**src/rtl/asp_pkg.sv**
```systemverilog
// Shared definitions for the authenticated secure link engine.
//   tx_state_t  : transmit FSM states
//   fold_xor    : XOR-folds a vector into tag-width slices
//   compute_tag : keyed tag = fold(data) ^ fold(key)
//   FrameTagLsb : tag occupies the low bits of a frame, data sits directly above it
package asp_pkg;

    typedef enum logic [1:0] {
        StIdle,
        StSend,
        StWait
    } tx_state_t;

    // Upper bounds for the width-generic helpers below.
    localparam int unsigned FoldMax = 512;
    localparam int unsigned TagMax  = 64;

    localparam int unsigned FrameTagLsb = 0;

    // Bit i lands in tag bit (i mod tag_w): identical to XOR-ing all tag_w-wide slices.
    function automatic logic [TagMax-1:0] fold_xor(input logic [FoldMax-1:0] v,
                                                   input int unsigned width,
                                                   input int unsigned tag_w);
        logic [TagMax-1:0] acc;
        acc = '0;
        for (int unsigned i = 0; i < FoldMax; i++) begin
            if (i < width) begin
                acc[i % tag_w] = acc[i % tag_w] ^ v[i];
            end
        end
        return acc;
    endfunction

    function automatic logic [TagMax-1:0] compute_tag(input logic [FoldMax-1:0] data,
                                                      input int unsigned data_w,
                                                      input logic [FoldMax-1:0] key,
                                                      input int unsigned key_w,
                                                      input int unsigned tag_w);
        return fold_xor(data, data_w, tag_w) ^ fold_xor(key, key_w, tag_w);
    endfunction

endpackage

```
**src/rtl/asp_link_arq_if.sv**
```systemverilog
// Host/network signal bundle of asp_link_arq.
//   master : environment side (drives host words, incoming frames, ACKs)
//   slave  : engine side (drives frames, host deliveries, status pulses)
interface asp_link_arq_if #(
    parameter int unsigned DATA_SIZE = 32,
    parameter int unsigned TAG_SIZE  = 8
) ();

    logic                          data_parity_ready_in;
    logic [DATA_SIZE:0]            data_parity_in;
    logic                          host_ready_out;
    logic                          parity_error_out;
    logic                          network_data_ready_out;
    logic [DATA_SIZE+TAG_SIZE-1:0] network_data_tag_out;
    logic                          network_ACK_in;
    logic                          link_fail_out;
    logic                          network_data_ready_in;
    logic [DATA_SIZE+TAG_SIZE-1:0] network_data_tag_in;
    logic                          host_data_ready_out;
    logic [DATA_SIZE-1:0]          host_data_out;
    logic                          network_ACK_out;
    logic                          tag_error_out;

    modport master (
        output data_parity_ready_in, data_parity_in, network_ACK_in,
               network_data_ready_in, network_data_tag_in,
        input  host_ready_out, parity_error_out, network_data_ready_out,
               network_data_tag_out, link_fail_out, host_data_ready_out,
               host_data_out, network_ACK_out, tag_error_out
    );

    modport slave (
        input  data_parity_ready_in, data_parity_in, network_ACK_in,
               network_data_ready_in, network_data_tag_in,
        output host_ready_out, parity_error_out, network_data_ready_out,
               network_data_tag_out, link_fail_out, host_data_ready_out,
               host_data_out, network_ACK_out, tag_error_out
    );

endinterface

```
**src/rtl/asp_tx_fifo.sv**
```systemverilog
// Transmit frame buffer, DEPTH entries of WIDTH bits, first-word-fall-through head.
//   clk, reset  : clock, asynchronous active-high reset (empties the buffer)
//   push_i      : write push_data_i at the tail (ignored while full)
//   pop_i       : drop the head entry (ignored while empty)
//   head_o      : current head entry
//   full_o      : DEPTH entries held
//   empty_o     : no entries held
module asp_tx_fifo #(
    parameter int unsigned DEPTH = 4,
    parameter int unsigned WIDTH = 40
) (
    input  logic             clk,
    input  logic             reset,
    input  logic             push_i,
    input  logic [WIDTH-1:0] push_data_i,
    input  logic             pop_i,
    output logic [WIDTH-1:0] head_o,
    output logic             full_o,
    output logic             empty_o
);

    localparam int unsigned AddrW = $clog2(DEPTH);

    // Extra MSB distinguishes full from empty when the address bits match.
    logic [AddrW:0]   wr_ptr_q, rd_ptr_q;
    logic [WIDTH-1:0] mem_q [DEPTH];
    logic             push_ok, pop_ok;

    assign empty_o = (wr_ptr_q == rd_ptr_q);
    assign full_o  = (wr_ptr_q[AddrW] != rd_ptr_q[AddrW]) &&
                     (wr_ptr_q[AddrW-1:0] == rd_ptr_q[AddrW-1:0]);
    assign push_ok = push_i & ~full_o;
    assign pop_ok  = pop_i & ~empty_o;
    assign head_o  = mem_q[rd_ptr_q[AddrW-1:0]];

    always_ff @(posedge clk or posedge reset) begin
        if (reset) begin
            wr_ptr_q <= '0;
            rd_ptr_q <= '0;
        end else begin
            if (push_ok) wr_ptr_q <= wr_ptr_q + 1'b1;
            if (pop_ok)  rd_ptr_q <= rd_ptr_q + 1'b1;
        end
    end

    always_ff @(posedge clk) begin
        if (push_ok) mem_q[wr_ptr_q[AddrW-1:0]] <= push_data_i;
    end

endmodule

```
**src/rtl/asp_link_arq.sv**
```systemverilog
// Authenticated secure link engine with stop-and-wait retransmission.
//   clk, reset : clock, asynchronous active-high reset
//   key_in     : runtime key, folded into every tag when used
//   link       : host/network bundle (asp_link_arq_if.slave)
// TX: parity-checked host words are tagged and buffered, then sent one at a time; each frame
// waits for network_ACK_in, is resent on timeout, and is dropped after MAX_RETRY resends.
// RX: incoming frames are re-tagged; matches are delivered and ACKed, mismatches flagged.
module asp_link_arq
    import asp_pkg::*;
#(
    parameter int unsigned DATA_SIZE = 32,
    parameter int unsigned TAG_SIZE  = 8,
    parameter int unsigned KEY_SIZE  = 16,
    parameter int unsigned TX_DEPTH  = 4,
    parameter int unsigned TIMEOUT   = 15,
    parameter int unsigned MAX_RETRY = 3
) (
    input  logic                clk,
    input  logic                reset,
    input  logic [KEY_SIZE-1:0] key_in,
    asp_link_arq_if.slave       link
);

    localparam int unsigned FrameW = DATA_SIZE + TAG_SIZE;
    localparam int unsigned TimerW = $clog2(TIMEOUT + 1);
    localparam int unsigned RetryW = (MAX_RETRY < 1) ? 1 : $clog2(MAX_RETRY + 1);

    tx_state_t         state_q;
    logic [TimerW-1:0] timer_q;
    logic [RetryW-1:0] retry_q;
    logic              net_valid_q, link_fail_q;
    logic [FrameW-1:0] net_frame_q;
    logic              parity_err_q, host_valid_q, ack_out_q, tag_err_q;
    logic [DATA_SIZE-1:0] host_data_q;

    logic              full, empty, accept, parity_ok, push, pop, timeout, retry_max;
    logic [FrameW-1:0] head, push_frame;
    logic [TagMax-1:0] tx_tag_full, rx_tag_full;
    logic              rx_match, unused_tx_tag;
    logic [DATA_SIZE-1:0] tx_data, rx_data;
    logic [TAG_SIZE-1:0]  rx_tag;

    // Host side: even parity over all DATA_SIZE+1 bits.
    assign accept    = link.data_parity_ready_in & ~full;
    assign parity_ok = ~(^link.data_parity_in);
    assign push      = accept & parity_ok;
    assign tx_data   = link.data_parity_in[DATA_SIZE:1];

    assign tx_tag_full = compute_tag(FoldMax'(tx_data), DATA_SIZE, FoldMax'(key_in), KEY_SIZE,
                                     TAG_SIZE);
    assign push_frame  = {tx_data, tx_tag_full[FrameTagLsb +: TAG_SIZE]};
    assign unused_tx_tag = ^tx_tag_full;

    // WAIT counts 1..TIMEOUT; the edge that would reach TIMEOUT is the timeout edge.
    assign timeout   = (timer_q == TimerW'(TIMEOUT - 1));
    assign retry_max = (retry_q == RetryW'(MAX_RETRY));
    assign pop       = (state_q == StWait) &
                       (link.network_ACK_in | (timeout & retry_max));

    asp_tx_fifo #(
        .DEPTH (TX_DEPTH),
        .WIDTH (FrameW)
    ) u_tx_fifo (
        .clk         (clk),
        .reset       (reset),
        .push_i      (push),
        .push_data_i (push_frame),
        .pop_i       (pop),
        .head_o      (head),
        .full_o      (full),
        .empty_o     (empty)
    );

    always_ff @(posedge clk or posedge reset) begin
        if (reset) begin
            state_q     <= StIdle;
            timer_q     <= '0;
            retry_q     <= '0;
            net_valid_q <= 1'b0;
            net_frame_q <= '0;
            link_fail_q <= 1'b0;
        end else begin
            net_valid_q <= 1'b0;
            net_frame_q <= '0;
            link_fail_q <= 1'b0;
            unique case (state_q)
                StIdle: begin
                    if (!empty) begin
                        state_q     <= StSend;
                        net_valid_q <= 1'b1;
                        net_frame_q <= head;
                    end
                end
                StSend: begin
                    state_q <= StWait;
                    timer_q <= '0;
                end
                StWait: begin
                    if (link.network_ACK_in) begin
                        state_q <= StIdle;
                        retry_q <= '0;
                    end else if (timeout) begin
                        if (retry_max) begin
                            state_q     <= StIdle;
                            retry_q     <= '0;
                            link_fail_q <= 1'b1;
                        end else begin
                            state_q     <= StSend;
                            retry_q     <= retry_q + 1'b1;
                            net_valid_q <= 1'b1;
                            net_frame_q <= head;
                        end
                    end else begin
                        timer_q <= timer_q + 1'b1;
                    end
                end
                default: state_q <= StIdle;
            endcase
        end
    end

    // RX path: the tag is recomputed over the received data with the current key.
    assign rx_data     = link.network_data_tag_in[TAG_SIZE +: DATA_SIZE];
    assign rx_tag      = link.network_data_tag_in[FrameTagLsb +: TAG_SIZE];
    assign rx_tag_full = compute_tag(FoldMax'(rx_data), DATA_SIZE, FoldMax'(key_in), KEY_SIZE,
                                     TAG_SIZE);
    assign rx_match    = (rx_tag_full == TagMax'(rx_tag));

    always_ff @(posedge clk or posedge reset) begin
        if (reset) begin
            parity_err_q <= 1'b0;
            host_valid_q <= 1'b0;
            host_data_q  <= '0;
            ack_out_q    <= 1'b0;
            tag_err_q    <= 1'b0;
        end else begin
            parity_err_q <= accept & ~parity_ok;
            host_valid_q <= link.network_data_ready_in & rx_match;
            ack_out_q    <= link.network_data_ready_in & rx_match;
            host_data_q  <= (link.network_data_ready_in & rx_match) ? rx_data : '0;
            tag_err_q    <= link.network_data_ready_in & ~rx_match;
        end
    end

    // Held low while reset is asserted even though the buffer is empty.
    assign link.host_ready_out         = ~full & ~reset;
    assign link.parity_error_out       = parity_err_q;
    assign link.network_data_ready_out = net_valid_q;
    assign link.network_data_tag_out   = net_frame_q;
    assign link.link_fail_out          = link_fail_q;
    assign link.host_data_ready_out    = host_valid_q;
    assign link.host_data_out          = host_data_q;
    assign link.network_ACK_out        = ack_out_q;
    assign link.tag_error_out          = tag_err_q;

endmodule

```
**src/flat_wrapper.sv**
```systemverilog
// flat-port wrapper written by rule: the top's interface ports become plain ports
module asp_link_arq_flat import asp_pkg::*;
#(
    parameter int unsigned DATA_SIZE = 32,
    parameter int unsigned TAG_SIZE  = 8,
    parameter int unsigned KEY_SIZE  = 16,
    parameter int unsigned TX_DEPTH  = 4,
    parameter int unsigned TIMEOUT   = 15,
    parameter int unsigned MAX_RETRY = 3
)
  (clk, reset, key_in, link_data_parity_ready_in, link_data_parity_in, link_network_ACK_in, link_network_data_ready_in, link_network_data_tag_in, link_host_ready_out, link_parity_error_out, link_network_data_ready_out, link_network_data_tag_out, link_link_fail_out, link_host_data_ready_out, link_host_data_out, link_network_ACK_out, link_tag_error_out);
  asp_link_arq_if #(.DATA_SIZE(DATA_SIZE), .TAG_SIZE(TAG_SIZE)) link_i ();
  input  logic clk;
  input  logic reset;
  input  logic [KEY_SIZE-1:0] key_in;
  input wire logic [$bits(link_i.data_parity_ready_in)-1:0] link_data_parity_ready_in;
  input wire logic [$bits(link_i.data_parity_in)-1:0] link_data_parity_in;
  input wire logic [$bits(link_i.network_ACK_in)-1:0] link_network_ACK_in;
  input wire logic [$bits(link_i.network_data_ready_in)-1:0] link_network_data_ready_in;
  input wire logic [$bits(link_i.network_data_tag_in)-1:0] link_network_data_tag_in;
  output wire logic [$bits(link_i.host_ready_out)-1:0] link_host_ready_out;
  output wire logic [$bits(link_i.parity_error_out)-1:0] link_parity_error_out;
  output wire logic [$bits(link_i.network_data_ready_out)-1:0] link_network_data_ready_out;
  output wire logic [$bits(link_i.network_data_tag_out)-1:0] link_network_data_tag_out;
  output wire logic [$bits(link_i.link_fail_out)-1:0] link_link_fail_out;
  output wire logic [$bits(link_i.host_data_ready_out)-1:0] link_host_data_ready_out;
  output wire logic [$bits(link_i.host_data_out)-1:0] link_host_data_out;
  output wire logic [$bits(link_i.network_ACK_out)-1:0] link_network_ACK_out;
  output wire logic [$bits(link_i.tag_error_out)-1:0] link_tag_error_out;
  assign link_i.data_parity_ready_in = link_data_parity_ready_in;
  assign link_i.data_parity_in = link_data_parity_in;
  assign link_i.network_ACK_in = link_network_ACK_in;
  assign link_i.network_data_ready_in = link_network_data_ready_in;
  assign link_i.network_data_tag_in = link_network_data_tag_in;
  assign link_host_ready_out = link_i.host_ready_out;
  assign link_parity_error_out = link_i.parity_error_out;
  assign link_network_data_ready_out = link_i.network_data_ready_out;
  assign link_network_data_tag_out = link_i.network_data_tag_out;
  assign link_link_fail_out = link_i.link_fail_out;
  assign link_host_data_ready_out = link_i.host_data_ready_out;
  assign link_host_data_out = link_i.host_data_out;
  assign link_network_ACK_out = link_i.network_ACK_out;
  assign link_tag_error_out = link_i.tag_error_out;
  asp_link_arq #(.DATA_SIZE(DATA_SIZE), .TAG_SIZE(TAG_SIZE), .KEY_SIZE(KEY_SIZE), .TX_DEPTH(TX_DEPTH), .TIMEOUT(TIMEOUT), .MAX_RETRY(MAX_RETRY)) u_core (.clk(clk), .reset(reset), .key_in(key_in), .link(link_i));
endmodule
```
**config.mk**
```make
export PLATFORM = sky130hd
export DESIGN_NAME = asp_link_arq_flat
export DESIGN_NICKNAME = d
export VERILOG_FILES = /design/src/rtl/asp_pkg.sv /design/src/rtl/asp_link_arq_if.sv /design/src/rtl/asp_tx_fifo.sv /design/src/rtl/asp_link_arq.sv /design/src/flat_wrapper.sv
export SDC_FILE = /design/constraint.sdc
export NUM_CORES = 1
export LEC_CHECK = 0
export BUFFER_PORTS_ARGS = -buffer_cell sky130_fd_sc_hd__buf_4
export CAP_MARGIN = 5
export CORE_AREA = 5 5 146 148
export CTS_CLUSTER_SIZE = 14
export DETAILED_ROUTE_END_ITERATION = 7
export DIE_AREA = 0 0 151 153
export GPL_ROUTABILITY_DRIVEN = 0
export PLACE_DENSITY = 0.83
export SYNTH_ARGS = -nofsm -noshare
export SYNTH_HDL_FRONTEND = slang
export SYNTH_SLANG_ARGS = --single-unit
```
**constraint.sdc**
```tcl
create_clock -name clk -period 4.85 [get_ports clk]
set_clock_uncertainty 0.05 [all_clocks]
set_input_delay 0 -clock clk [delete_from_list [all_inputs] [get_ports clk]]
set_output_delay 0 -clock clk [all_outputs]
set_load 0.05 [all_outputs]
```
## After elaboration in Yosys (flattened, before gate mapping)

Memory sizes are Yosys's and may differ from the RTL's.
Index checks and enable logic that the tools add are counted.

| cells by class | value |
|---|---|
| add/subtract/negate cells | 4 |
| multipliers | 0 |
| div/mod/pow operators | 0 |
| $lt $le $gt $ge | 0 |
| eq/ne operators | 12 |
| shifts and indexed selects | 0 |
| multiplexer cells | 28 |
| bitwise gates (word level) | 74 |
| reductions and logical operators | 8 |

Operators by type and width:

| kind | count |
|---|---|
| two-way mux 40 bit | 4 |
| case mux 40 bit (2 select lines) | 1 |
| equality test 64 x 8 -> 1 bit | 1 |
| bitwise XOR 1 bit | 56 |
| parity 33 bit | 1 |
| two-way mux 32 bit | 1 |
| bitwise XOR 8 bit | 2 |
| two-way mux 2 bit | 6 |
| two-way mux 1 bit | 11 |
| AND 1 bit | 10 |
| two-way mux 4 bit | 2 |
| case mux 4 bit (2 select lines) | 1 |
| adder 3 x 1 -> 3 bit, second input constant | 2 |
| != test 2 bit, second input constant | 3 |
| case mux 2 bit (3 select lines) | 1 |
| inverter 1 bit | 5 |
| adder 4 x 1 -> 4 bit, second input constant | 1 |
| equality test 2 bit, second input constant | 2 |
| equality test 4 bit, second input constant | 1 |
| AND reduction 2 bit | 2 |
| nonzero test 2 bit | 2 |
| equality test 3 bit | 1 |
| != test 3 x 2 -> 1 bit, second input constant | 1 |
| AND reduction 3 bit | 1 |
| 8 further kinds | 8 |

| word-level totals | value |
|---|---|
| register bits after elaboration | 91 |
| latch bits | 0 |
| RAM bits | 160 |
| memory bits (read-only) | 0 |
| input bits | 94 |
| output and inout bits | 79 |
| logic and storage cells | 139 |
| memories | 1 |

Memory list:

| memory | depth | bits a word | rd ports | clocked after Yosys merged registers in | write ports | line | source |
|---|---|---|---|---|---|---|---|
| u_core.u_tx_fifo.mem_q | 4 | 40 | 1 | 0 | 1 | asp_tx_fifo.sv:26 | `logic [WIDTH-1:0] mem_q [DEPTH];` |

## Longest topological paths before layout

Gate-level depths: netlist of the first run.

| depth | value |
|---|---|
| depth in word-level cells | 8 |
| mapped depth | 8 |
| gate-level depth less buffers | 7 |

## Modules after synthesis

A second synthesis of the first run with hierarchy kept.

| second synthesis, totals | value |
|---|---|
| cell total of the unflattened synthesis | 594 |
| area total of the unflattened synthesis | 10326.2 µm² |

Modules (own cells, without submodules):

| module | times used | cells each | area each (µm²) | sequential area each (µm²) |
|---|---|---|---|---|
| asp_tx_fifo | 1 | 259 | 6287.3 | 4954.8 |
| asp_link_arq | 1 | 335 | 4038.9 | 2127.0 |

## Least setup slack after synthesis of the first run

No wires, ideal clock.

| timing | value |
|---|---|
| path kind | input to register |
| start point | input port link_data_parity_in[18] |
| end point | memory u_core.u_tx_fifo.mem_q[0][0], enable pin |
| library setup time | 0.401 ns |
| arrival time | 2.446 ns |
| data required time | 4.399 ns |
| path slack | 1.953 ns |
| stages on the path | 6 |
| path buffers | 0 |
| cells stage by stage | xor2_1 xnor2_1 xor3_1 xor3_2 nor2_2 and2_1 |

| between the ends | value |
|---|---|
| longest elaborated chain between the ends | 6 |

Ends and longest elaborated chain:

| element | line | source |
|---|---|---|
| start, declared | flat_wrapper.sv:17 | `input wire logic [$bits(link_i.data_parity_in)-1:0] link_data_parity_in;` |
| parity 33 bit | asp_link_arq.sv:45 | `assign parity_ok = ~(^link.data_parity_in);` |
| inverter 1 bit | asp_link_arq.sv:45 |  |
| AND 1 bit | asp_link_arq.sv:46 | `assign push = accept & parity_ok;` |
| AND 1 bit | asp_tx_fifo.sv:32 | `assign push_ok = push_i & ~full_o;` |
| two-way mux 1 bit | asp_tx_fifo.sv:47 | `if (push_ok) mem_q[wr_ptr_q[AddrW-1:0]] <= push_data_i;` |
| two-way mux 1 bit (implied by the code) | asp_tx_fifo.sv:47 |  |
| end, declared | asp_tx_fifo.sv:26 |  |

Every way passes these cells.

## Worst setup path in the final report of the first run

| timing | value |
|---|---|
| start point | input port link_data_parity_in[19] |
| end point | memory u_core.u_tx_fifo.mem_q[1][29], enable pin |

The elaborated chain is that of the path after synthesis.

==> metrics.txt, run 1 <==
# TYPE chip_impl_metric gauge
chip_impl_metric{name="clockBufferDepth",unit=""} 3
chip_impl_metric{name="drt_wl_total",unit="um"} 21400
chip_impl_metric{name="final_design_area_no_fill",unit="um2"} 12900
chip_impl_metric{name="numCtsBuffers",unit=""} 26
chip_impl_metric{name="maxCapViolCount",unit=""} 0
chip_impl_info{name="cpMaxStageDelayCell",value="and2_2"} 1
chip_impl_metric{name="worstRegToRegCells",unit=""} 6
chip_impl_metric{name="critical_path_depth",unit=""} 9
chip_impl_metric{name="gr-usage-all-layers",unit="%"} 18.8
chip_impl_info{name="clock_tree_from_tritoncts",value="done"} 1
chip_impl_metric{name="drt-vias-per-instance",unit=""} 5.03
chip_impl_metric{name="ioPinCount",unit=""} 173
chip_impl_metric{name="post_synthesis_net_count",unit=""} 643
chip_impl_metric{name="synth-simple-area-share",unit="%"} 6.77
chip_impl_metric{name="initial_utilization",unit="%"} 49.2
chip_impl_metric{name="cts.sinks",unit=""} 251
chip_impl_metric{name="switching_share",unit="%"} 31.7
chip_impl_metric{name="final_antenna_net_count",unit=""} 0
chip_impl_info{name="layout_common_cells",value="177 x buf_4, 160 x edfxtp_1, 89 x dfrtp_1, 69 x dlygate4sd3_1, 67 x xnor2_1"} 1
chip_impl_metric{name="globalRoute.totalOverflow",unit=""} 0
chip_impl_info{name="critPathMostFrequentCell",value="xor2_1"} 1
chip_impl_metric{name="route.detailed.wl_per_inst",unit="um"} 19.7
chip_impl_metric{name="hold_violation_count_in_the_final_report",unit=""} 0
chip_impl_metric{name="finalWorstPathRequiredPeriod",unit="ps"} 3380
chip_impl_info{name="layout_commonest_cell",value="buf_4"} 1
chip_impl_info{name="min-delay-path-class",value="in2reg"} 1
chip_impl_metric{name="largest_net_degree_at_the_start_of_global_routing",unit=""} 49
chip_impl_metric{name="postCtsResizedCells",unit=""} 0
chip_impl_metric{name="synth_sequential_area_ratio",unit="%"} 72.3
chip_impl_metric{name="drt_pass1_iterations",unit=""} 4
chip_impl_info{name="synth_top_family_by_area",value="multiplexers"} 1
chip_impl_metric{name="whs_path_depth",unit=""} 3
chip_impl_metric{name="cts_setup_buffers",unit=""} 0
chip_impl_metric{name="net_switching_power_of_the_design",unit="mW"} 2.32
chip_impl_metric{name="dp_worst_setup_slack",unit="ps"} 1460
chip_impl_metric{name="area_delta_synth_final",unit="%"} 32.1
chip_impl_metric{name="worst_skew_pair.late_latency",unit="ps"} 510
chip_impl_metric{name="grt_pass1_wl",unit="um"} 33800
chip_impl_metric{name="setup_violations",unit=""} 0
chip_impl_metric{name="initialDrtViolationCount",unit=""} 289
chip_impl_metric{name="synth_fa_ha_area_share",unit="%"} 1.02
chip_impl_metric{name="comb_power_share",unit="%"} 32.2
chip_impl_info{name="path_cells",value="dlygate4sd3_1, buf_4, xor2_1, xnor2_1, xor2_1, xor3_1, xor3_2, nor2_2, and2_2"} 1
chip_impl_metric{name="power_density",unit="nW/um2"} 566
chip_impl_metric{name="cp.arrival",unit="ps"} 3440
chip_impl_metric{name="mappedNetlistArea",unit="um2"} 9790
chip_impl_metric{name="postSynthAreaPerCell",unit="um2"} 18.1
chip_impl_info{name="endpoint_kind",value="flop"} 1
chip_impl_info{name="critPathKind",value="in2reg"} 1
chip_impl_metric{name="layout_cell_share_with_drive_strength_beyond_1",unit="%"} 32.4
chip_impl_metric{name="std_cell_core_area",unit="um2"} 19900
chip_impl_metric{name="crit_path_max_incr_delay",unit="ps"} 960
chip_impl_info{name="rsz0062_at_grt",value="no"} 1
chip_impl_metric{name="post-route-worst-setup-slack",unit="ps"} 1470
chip_impl_metric{name="synth_warnings",unit=""} 0
chip_impl_metric{name="p_seq_share",unit="%"} 41.1
chip_impl_metric{name="fmax",unit="MHz"} 296
chip_impl_metric{name="nets",unit=""} 898
chip_impl_metric{name="synth-compound-area-share",unit="%"} 0.575
chip_impl_metric{name="dp_hpwl",unit="um"} 13500
chip_impl_metric{name="die_w",unit="um"} 151
chip_impl_info{name="reg2reg_from",value="u_core.u_tx_fifo.rd_ptr_q[1]"} 1
chip_impl_info{name="cts_root_buffer",value="clkbuf_16"} 1
chip_impl_metric{name="postSynthRegisterBits",unit=""} 251
chip_impl_metric{name="power.total",unit="mW"} 7.32
chip_impl_metric{name="static-leakage-power",unit="nW"} 5.18
chip_impl_metric{name="ctsHtreeMaxLevel",unit=""} 1
chip_impl_metric{name="die-height",unit="um"} 153
chip_impl_info{name="min_from",value="key_in[7]"} 1
chip_impl_metric{name="power_frac_clock",unit="%"} 26.6
chip_impl_info{name="setup.worst_path.start",value="link_data_parity_in[19]"} 1
chip_impl_metric{name="design.die.area",unit="um2"} 23100
chip_impl_metric{name="synthXorXnorAreaFrac",unit="%"} 8.82
chip_impl_metric{name="timing_max_transition_violations_final",unit=""} 0
chip_impl_metric{name="clkSlewWorstSetupHoldPaths",unit="ps"} 60
chip_impl_metric{name="p_int",unit="mW"} 5.00
chip_impl_info{name="result_of_the_run",value="complete, no violations"} 1
chip_impl_metric{name="cp.required",unit="ps"} 4920
chip_impl_metric{name="postSynthCellCount",unit=""} 541
chip_impl_info{name="worst_path_dominant_cell_family",value="XOR/XNOR gates"} 1
chip_impl_metric{name="max-slew-margin-rel",unit="%"} 23.7
chip_impl_metric{name="post-route-drc-count",unit=""} 0
chip_impl_info{name="worst_setup_path_start_kind",value="primary input"} 1
chip_impl_metric{name="crit_fanout",unit=""} 40
chip_impl_metric{name="first_global_vias",unit=""} 6172
chip_impl_metric{name="route.vias.total",unit=""} 5468
chip_impl_metric{name="timing.setup.tns",unit="ps"} 0
chip_impl_metric{name="crit_buf_inv",unit=""} 2
chip_impl_metric{name="antenna_found_initial",unit=""} 0
chip_impl_metric{name="antenna-diode-count",unit=""} 0
chip_impl_metric{name="worst_slew_pin_slew",unit="ps"} 1140
chip_impl_metric{name="std_cell_rows",unit=""} 52
chip_impl_metric{name="synth_cell_type_count",unit=""} 35
chip_impl_metric{name="count_of_port_buffers_added_during_placement",unit=""} 172
chip_impl_metric{name="tcrit_tclk_final",unit="%"} 69.6
chip_impl_metric{name="yosys-mux-area-fraction",unit="%"} 9.43
chip_impl_metric{name="placed_cell_area",unit="um2"} 11400
chip_impl_metric{name="final.fill_count",unit=""} 1382
chip_impl_metric{name="peakVddDrop",unit="mV"} 0.321
[routing by layer]
layer  share of wire (%)  global-route usage (%)  up-vias  wire (um)
met5                   0                       0        -          0
met4                 2.0                    5.22        0        419
met3                 8.9                    5.24       28       1910
met2                  48                    30.6      225      10300
met1                  41                    25.2     2756       8810
li1                    -                       -     2459          -
[registers in the layout, indices dropped and copies added (netlist names), 2 cells and up]
signal	count
u_core.state_q	2
u_core.timer_q	4
u_core.link.network_data_tag_out	40
u_core.u_tx_fifo.rd_ptr_q	3
u_core.retry_q	2
u_core.link.host_data_out	32
u_core.u_tx_fifo.wr_ptr_q	3
u_core.u_tx_fifo.mem_q	160
[stage by stage]
stage	hold WS, ps	utilization (%)	instances
after floorplan	20.9	-	541
after global placement	91.3	57.2	969
after detailed placement	108	57.2	969
after CTS	2.23	64.9	1086
after global routing	35.9	64.9	1086
final	34.1	64.9	1086
[cell type report]
class	count	area, um2	area share, %
flip-flops and latches	251	7080	54.8
well taps	270	338	2.61
repair buffers	246	2020	15.6
clock inverters	15	141	1.09
clock buffers	33	708	5.48
inverters	6	25.0	0.194
multi-input cells	265	2610	20.2
[power by group through the flow]
stage | clock network (mW) | registers [mW] | logic [mW]
2_1_floorplan | 0 | 3.40 | 1.28
3_3_place_gp | 0 | 3.02 | 2.29
3_5_place_dp | 0 | 3.05 | 2.34
4_1_cts | 1.99 | 3.02 | 2.40
5_1_grt | 2.09 | 3.05 | 2.54
6_report | 1.95 | 3.01 | 2.36
[tightest hold or removal path, delay by kind of cell]
family / cells / cell delay [ps]
XOR/XNOR: 2 / 330
buffers and inverters: 1 / 90
[Yosys cell counts (all sizes together)]
master / instances / area [um2]
a21oi: 2 / 10.0
xnor2: 67 / 587
edfxtp: 160 / 4800
a21boi: 1 / 7.51
nor2b: 42 / 263
nand2: 7 / 26.3
o21ai: 5 / 25.0
xor2: 26 / 228
nand3: 5 / 25.0
nor4b: 1 / 8.76
clkbuf: 14 / 52.6
nand4: 1 / 6.26
a31oi: 1 / 6.26
nor3b: 2 / 26.3
a22oi: 1 / 7.51
xor3: 2 / 48.8
inv: 6 / 22.5
and3: 2 / 12.5
dfrtp: 91 / 2280
buf: 5 / 27.5
nor3: 2 / 10.0
nand2b: 3 / 18.8
nor4: 2 / 12.5
mux4: 40 / 901
or3: 1 / 6.26
ha: 8 / 100
mux2: 2 / 22.5
and2: 35 / 219
nor2: 7 / 28.8
[what timing repair did]
action,CTS,global route
endpoints found under the setup margin,0,0
endpoints found under the hold margin,220,0
hold buffers,69,0
[logic make-up (layout without fill, tap and decap cells)]
kind of cell               Yosys count  in the layout
buffers and inverters               25            300
adders and majority gates            8              8
muxes                               42             42
and+or+nand+nor                    110            110
xor gates and xnor gates            95             95
DFF                                251            251
AOI/OAI and AO/OA                   10             10
[worst paths after layout]
path | slack, ps | endpoint
worst max-delay path | 1470 | u_core.u_tx_fifo.mem_q[1][29]
worst min-delay path | 30 | u_core.u_tx_fifo.mem_q[3][7]
worst max register to register | 1890 | u_core.u_tx_fifo.mem_q[1][29]
worst min register to register | 450 | u_core.u_tx_fifo.wr_ptr_q[2]
max in group asynchronous | 3570 | u_core.u_tx_fifo.rd_ptr_q[1]
min in group asynchronous | 130 | u_core.link.network_data_tag_out[20]
No activity file was read; power rests on OpenSTA's default activity.
==> run 2, diff against run 1 <==
- clock period: 4.85 -> 3.15 ns (I/O delays scaled with it)
==> run 2 against run 1 <==
Non-clock buffer count rose by 7; hold slack got worse by 4.7 ps; via count did not move; sequential cell count did not move; total power rose by 54%; core utilization rose by 0.31 points; clock power rose by 48%; sequential power rose by 54%; register-to-register slack got worse by 1000 ps; sequential share of layout area fell by 0.26 points; setup slack got worse by 1200 ps; first-iteration DRC count fell by 6.9%.
==> metrics.txt, run 2 (same netlist as run 1, synthesis figures left out) <==
# TYPE chip_impl_metric gauge
chip_impl_info{name="worst_setup_path_start_kind",value="primary input"} 1
chip_impl_metric{name="layout_cell_share_with_drive_strength_beyond_1",unit="%"} 33.0
chip_impl_metric{name="first_global_vias",unit=""} 6099
chip_impl_info{name="endpoint_kind",value="flop"} 1
chip_impl_info{name="min-delay-path-class",value="in2reg"} 1
chip_impl_metric{name="seq_area",unit="um2"} 7080
chip_impl_metric{name="clockBufferDepth",unit=""} 3
chip_impl_metric{name="std_cell_rows",unit=""} 52
chip_impl_metric{name="initialDrtViolationCount",unit=""} 269
chip_impl_metric{name="count_of_port_buffers_added_during_placement",unit=""} 172
chip_impl_metric{name="grt_pass1_wl",unit="um"} 34000
chip_impl_metric{name="worst_slew_pin_slew",unit="ps"} 993
chip_impl_metric{name="static-leakage-power",unit="nW"} 5.20
chip_impl_info{name="rsz0062_at_grt",value="no"} 1
chip_impl_metric{name="fmax",unit="MHz"} 346
chip_impl_metric{name="cts.sinks",unit=""} 251
chip_impl_metric{name="largest_net_degree_at_the_start_of_global_routing",unit=""} 75
chip_impl_metric{name="std_cell_core_area",unit="um2"} 19900
chip_impl_metric{name="setup_violations",unit=""} 0
chip_impl_metric{name="power_density",unit="nW/um2"} 865
chip_impl_metric{name="route.vias.total",unit=""} 5468
chip_impl_metric{name="ioPinCount",unit=""} 173
chip_impl_metric{name="worst_skew_pair.late_latency",unit="ps"} 510
chip_impl_metric{name="drt-vias-per-instance",unit=""} 5.01
chip_impl_info{name="cts_root_buffer",value="clkbuf_16"} 1
chip_impl_metric{name="timing_max_transition_violations_final",unit=""} 0
chip_impl_metric{name="power.total",unit="mW"} 11.2
chip_impl_metric{name="tcrit_tclk_final",unit="%"} 91.7
chip_impl_metric{name="antenna_found_initial",unit=""} 1
chip_impl_info{name="reg2reg_from",value="u_core.timer_q[0]"} 1
chip_impl_metric{name="clkSlewWorstSetupHoldPaths",unit="ps"} 60
chip_impl_metric{name="route.detailed.wl_per_inst",unit="um"} 19.4
chip_impl_metric{name="timing.setup.tns",unit="ps"} 0
chip_impl_metric{name="crit_fanout",unit=""} 17
chip_impl_info{name="clock_tree_from_tritoncts",value="done"} 1
chip_impl_metric{name="hold_violation_count_in_the_final_report",unit=""} 0
chip_impl_metric{name="maxCapViolCount",unit=""} 0
chip_impl_metric{name="cp.arrival",unit="ps"} 3050
chip_impl_metric{name="peakVddDrop",unit="mV"} 0.444
chip_impl_info{name="result_of_the_run",value="complete, no violations"} 1
chip_impl_info{name="critPathKind",value="in2reg"} 1
chip_impl_info{name="min_from",value="key_in[3]"} 1
chip_impl_metric{name="nets",unit=""} 904
chip_impl_metric{name="numCtsBuffers",unit=""} 25
chip_impl_metric{name="finalWorstPathRequiredPeriod",unit="ps"} 2890
chip_impl_metric{name="max-slew-margin-rel",unit="%"} 33.8
chip_impl_metric{name="die_w",unit="um"} 151
chip_impl_metric{name="drt_wl_total",unit="um"} 21200
chip_impl_metric{name="gr-usage-all-layers",unit="%"} 19.1
chip_impl_metric{name="placed_cell_area",unit="um2"} 11500
chip_impl_info{name="setup.worst_path.start",value="link_data_parity_in[18]"} 1
chip_impl_metric{name="final.fill_count",unit=""} 1360
chip_impl_metric{name="multi_input_comb_area",unit="um2"} 2610
chip_impl_metric{name="dp_hpwl",unit="um"} 13800
chip_impl_metric{name="area_delta_synth_final",unit="%"} 32.7
chip_impl_metric{name="globalRoute.totalOverflow",unit=""} 0
chip_impl_info{name="layout_common_cells",value="181 x buf_4, 160 x edfxtp_1, 89 x dfrtp_1, 68 x dlygate4sd3_1, 67 x xnor2_1"} 1
chip_impl_metric{name="initial_utilization",unit="%"} 49.2
chip_impl_metric{name="largest_reg_flops",unit=""} 160
chip_impl_metric{name="final_antenna_net_count",unit=""} 0
chip_impl_metric{name="ctsHtreeMaxLevel",unit=""} 1
chip_impl_metric{name="drt_pass1_iterations",unit=""} 4
chip_impl_metric{name="final_design_area_no_fill",unit="um2"} 13000
chip_impl_metric{name="cp.required",unit="ps"} 3310
chip_impl_metric{name="design.die.area",unit="um2"} 23100
chip_impl_metric{name="die-height",unit="um"} 153
chip_impl_info{name="layout_commonest_cell",value="buf_4"} 1
chip_impl_metric{name="utilization_after_layout",unit="%"} 65.2
chip_impl_metric{name="post-route-drc-count",unit=""} 0
[run 2: path summary, 6_finish.rpt]
path	endpoint	slack, ps	cells past startpoint
setup / recovery	u_core.u_tx_fifo.mem_q[0][30]	260	9
hold / removal	u_core.u_tx_fifo.mem_q[2][3]	30	3
setup reg to reg	u_core.link.network_data_tag_out[1]	880	7
hold reg to reg	u_core.u_tx_fifo.wr_ptr_q[2]	460	1
max in group asynchronous	u_core.link.host_data_out[20]	1940	4
min in group asynchronous	u_core.link.network_data_tag_out[17]	240	3
[run 2: area by class of cell]
type                            instances  share of cell area (%)
Tap cell                              270                    2.60
Multi-Input combinational cell        265                    20.1
Antenna cell                            1                  0.0193
Inverter                                6                   0.193
Sequential cell                       251                    54.5
Timing Repair Buffer                  253                    16.3
Clock buffer                           36                    5.44
Clock inverter                          9                   0.780
[run 2: power by group]
group          total [mW]  leakage (nW)  switching [mW]  internal, mW
Clock                2.89         0.391            1.17          1.72
Combinational        3.72          2.15            2.17          1.55
Sequential           4.63          2.66           0.240          4.39
Total                11.2          5.20            3.58          7.66
[run 2: metrics by stage]
| stage | std cells | setup slack (ps) | hold WS [ps] |
|---|---|---|---|
| after detailed placement | 977 | 336 | 167 |
| after global routing | 1091 | 154 | 30.2 |
| after CTS | 1090 | 285 | 3.45 |
| final | 1091 | 262 | 29.4 |
| after floorplan | 541 | 253 | 20.9 |
| after global placement | 977 | 417 | 161 |
[run 2: timing repair]
item	in CTS	in global routing
hold buffers	68	0
hold endpoints to repair	245	0
gates resized for setup	0	0
setup buffers	0	0
[run 2: worst max-delay path, stage by stage]
cell and delay, ps:
dlygate4sd3_1 570, buf_4 170, xor2_1 160, xnor2_1 340
xor3_1 500, xor3_2 450, nor2_2 210, and2_2 400
buf_12 220
[run 2: routing by layer]
metal | vias up | track usage, % | wire length, um
li1 | 2472 | - | -
met1 | 2742 | 25.4 | 8580
met2 | 228 | 31.5 | 10300
met3 | 26 | 5.48 | 2000
met4 | 0 | 4.23 | 329
met5 | - | 0 | 0
==> run 3, diff against run 2 <==
- ABC_CLOCK_PERIOD_IN_PS: default -> 3150
- BUFFER_PORTS_ARGS: -buffer_cell sky130_fd_sc_hd__buf_4 -> -buffer_cell sky130_fd_sc_hd__buf_2
==> run 3 against run 2 <==
Clock power increased by 1%; cell area decreased by 2.7%; global-route usage decreased by 0.53 points; sequential share of layout area increased by 1.5 points; hold slack improved by 16 ps; sequential power about the same; total power decreased by 0.55%; highest routed layer unchanged; routed wire length decreased by 2.0%; register-to-register slack improved by 150 ps; via count decreased by 0.88%; count of clock-buffer cells in the layout increased by 4; first-iteration DRC count increased by 7.4%.
==> metrics.txt, run 3 (same netlist as run 1, synthesis figures left out) <==
# TYPE chip_impl_metric gauge
chip_impl_info{name="min_from",value="key_in[7]"} 1
chip_impl_info{name="worst_r2r_end",value="u_core.u_tx_fifo.mem_q[2][24]"} 1
chip_impl_metric{name="timing_max_transition_violations_final",unit=""} 0
chip_impl_info{name="cts_root_buffer",value="clkbuf_16"} 1
chip_impl_metric{name="power_density",unit="nW/um2"} 884
chip_impl_metric{name="whs_path_depth",unit=""} 3
chip_impl_metric{name="layout_cell_share_with_drive_strength_beyond_1",unit="%"} 33.8
chip_impl_metric{name="place.detailed.instances",unit=""} 979
chip_impl_metric{name="timing.setup.tns",unit="ps"} 0
chip_impl_metric{name="final_antenna_net_count",unit=""} 0
chip_impl_metric{name="hold_violation_count_in_the_final_report",unit=""} 0
chip_impl_metric{name="peakVddDrop",unit="mV"} 0.443
chip_impl_info{name="worst_path_dominant_cell_family",value="XOR/XNOR gates"} 1
chip_impl_metric{name="ctsHtreeMaxLevel",unit=""} 1
chip_impl_metric{name="cts.sinks",unit=""} 251
chip_impl_metric{name="drt_wl_total",unit="um"} 20800
chip_impl_info{name="endpoint_kind",value="flop"} 1
chip_impl_metric{name="finalWorstPathRequiredPeriod",unit="ps"} 2850
chip_impl_metric{name="dp_hpwl",unit="um"} 13400
chip_impl_metric{name="ioPinCount",unit=""} 173
chip_impl_info{name="critPathMostFrequentCell",value="xor2_1"} 1
chip_impl_metric{name="area_delta_synth_final",unit="%"} 29.1
chip_impl_metric{name="cp.required",unit="ps"} 3320
chip_impl_metric{name="globalRoute.totalOverflow",unit=""} 0
chip_impl_metric{name="clkSlewWorstSetupHoldPaths",unit="ps"} 60
chip_impl_metric{name="postCtsHoldBufs",unit=""} 69
chip_impl_metric{name="initial_utilization",unit="%"} 49.2
chip_impl_info{name="rsz0062_at_grt",value="no"} 1
chip_impl_metric{name="setup_violations",unit=""} 0
chip_impl_metric{name="gr-usage-all-layers",unit="%"} 18.5
chip_impl_info{name="cpMaxStageDelayCell",value="dlygate4sd3_1"} 1
chip_impl_info{name="path_cells",value="dlygate4sd3_1, buf_2, xor2_1, xnor2_1, xor2_1, xor3_1, xor3_2, nor2_2, and2_2, buf_12"} 1
chip_impl_info{name="reg2reg_from",value="u_core.u_tx_fifo.wr_ptr_q[1]"} 1
chip_impl_metric{name="die-height",unit="um"} 153
chip_impl_metric{name="critical_path_depth",unit=""} 10
chip_impl_metric{name="cp.arrival",unit="ps"} 3020
chip_impl_metric{name="max-slew-margin-rel",unit="%"} 44.0
chip_impl_info{name="clock_tree_from_tritoncts",value="done"} 1
chip_impl_metric{name="final_hold_slack",unit="ps"} 44.9
chip_impl_metric{name="initialDrtViolationCount",unit=""} 289
chip_impl_info{name="layout_commonest_cell",value="buf_2"} 1
chip_impl_metric{name="ff2ff_setup_slack",unit="ps"} 1030
chip_impl_metric{name="largest_net_degree_at_the_start_of_global_routing",unit=""} 67
chip_impl_metric{name="drt-vias-per-instance",unit=""} 4.93
chip_impl_metric{name="design.die.area",unit="um2"} 23100
chip_impl_metric{name="worst_skew_pair.late_latency",unit="ps"} 520
chip_impl_metric{name="crit_path_max_incr_delay",unit="ps"} 540
chip_impl_metric{name="crit_buf_inv",unit=""} 3
chip_impl_metric{name="met3WireLength",unit="um"} 1760
chip_impl_metric{name="worst_slew_pin_slew",unit="ps"} 840
chip_impl_metric{name="final_cells",unit=""} 1099
chip_impl_metric{name="power.total",unit="mW"} 11.2
chip_impl_metric{name="cts_setup_buffers",unit=""} 0
chip_impl_metric{name="maxCapViolCount",unit=""} 0
chip_impl_metric{name="clockBufferDepth",unit=""} 3
chip_impl_metric{name="nets",unit=""} 909
chip_impl_info{name="min-delay-path-class",value="in2reg"} 1
chip_impl_metric{name="count_of_port_buffers_added_during_placement",unit=""} 172
chip_impl_metric{name="post-route-drc-count",unit=""} 0
chip_impl_metric{name="std_cell_core_area",unit="um2"} 19900
chip_impl_metric{name="crit_fanout",unit=""} 17
chip_impl_info{name="highest_layer",value="met4"} 1
chip_impl_metric{name="worstRegToRegCells",unit=""} 6
chip_impl_info{name="worst_setup_path_start_kind",value="primary input"} 1
chip_impl_metric{name="static-leakage-power",unit="nW"} 5.16
chip_impl_info{name="result_of_the_run",value="complete, no violations"} 1
chip_impl_metric{name="route.vias.total",unit=""} 5420
chip_impl_metric{name="die_w",unit="um"} 151
chip_impl_metric{name="largest_reg_flops",unit=""} 160
chip_impl_metric{name="drt_pass1_iterations",unit=""} 4
chip_impl_metric{name="tcrit_tclk_final",unit="%"} 90.5
chip_impl_metric{name="first_global_vias",unit=""} 5910
chip_impl_info{name="timing.hold.worst_endpoint",value="u_core.u_tx_fifo.mem_q[3][7]"} 1
chip_impl_metric{name="wl_met2",unit="um"} 9740
chip_impl_metric{name="std_cell_rows",unit=""} 52
chip_impl_info{name="layout_common_cells",value="172 x buf_2, 160 x edfxtp_1, 89 x dfrtp_1, 69 x dlygate4sd3_1, 67 x xnor2_1"} 1
chip_impl_metric{name="fmax",unit="MHz"} 351
chip_impl_metric{name="antenna_found_initial",unit=""} 1
chip_impl_metric{name="numCtsBuffers",unit=""} 27
chip_impl_info{name="critPathKind",value="in2reg"} 1
chip_impl_metric{name="grt_pass1_wl",unit="um"} 33000
chip_impl_metric{name="postCtsResizedCells",unit=""} 0
chip_impl_metric{name="wl_met1",unit="um"} 8960
chip_impl_metric{name="final.fill_count",unit=""} 1390
chip_impl_metric{name="route.detailed.wl_per_inst",unit="um"} 18.9
-- run 3: cell count changes in the layout (fill, tap and decap cells not counted), sizes merged --
cell,delta
dlygate4sd3,+1
clkinv,+3
buf,+2
bufinv,-2
clkinvlp,-1
clkbuf,+4
inv,+1
-- run 3: worst register-to-register path, stage by stage, from the launching register on --
cell and delay (ps):
dfrtp_1 440, xnor2_1 190, nand3_1 100, nand2_1 150, nor2_2 250, and2_2 410, buf_12 220
-- run 3: cell type report --
cell class / instances / area, um2 / share of cell area [%]
sequential: 251 / 7080 / 56.1
antenna: 1 / 2.50 / 0.0198
tap: 270 / 338 / 2.67
inverter: 6 / 25.0 / 0.198
multi-input combinational: 265 / 2610 / 20.7
timing repair buffer: 256 / 1740 / 13.8
clock buffer: 40 / 774 / 6.13
clock inverter: 10 / 61.3 / 0.485
-- run 3: worst max path at each step --
stage / endpoint / slack [ps] / start
6_report: u_core.u_tx_fifo.mem_q[2][24] / 300 / link_data_parity_in[20]
5_1_grt: u_core.u_tx_fifo.mem_q[2][14] / 130 / link_data_parity_in[19]
4_1_cts: u_core.u_tx_fifo.mem_q[2][0] / 270 / link_data_parity_in[19]
3_5_place_dp: u_core.u_tx_fifo.mem_q[2][8] / 320 / link_data_parity_in[19]
3_3_place_gp: u_core.u_tx_fifo.mem_q[2][8] / 370 / link_data_parity_in[19]
2_1_floorplan: u_core.u_tx_fifo.mem_q[0][0] / 250 / link_data_parity_in[18]
-- run 3: power by group --
group / leakage [nW] / internal (mW) / switching (mW)
Sequential: 2.66 / 4.38 / 0.226
Combinational: 2.08 / 1.45 / 2.19
Clock: 0.419 / 1.70 / 1.22
-- run 3: per-stage QoR --
stage / instance area (um2) / util, % / setup slack [ps]
after CTS: 12600 / 63.5 / 270
after detailed placement: 11100 / 55.8 / 321
after global placement: 11100 / 55.8 / 365
after global routing: 12600 / 63.5 / 130
after floorplan: 9790 / - / 253
final: 12600 / 63.5 / 300
-- run 3: per-layer routing --
layer | GRT usage, % | vias to the layer above
met5 | 0 | -
met4 | 3.89 | 0
met3 | 4.92 | 22
met2 | 29.6 | 224
met1 | 26.0 | 2683
li1 | - | 2491
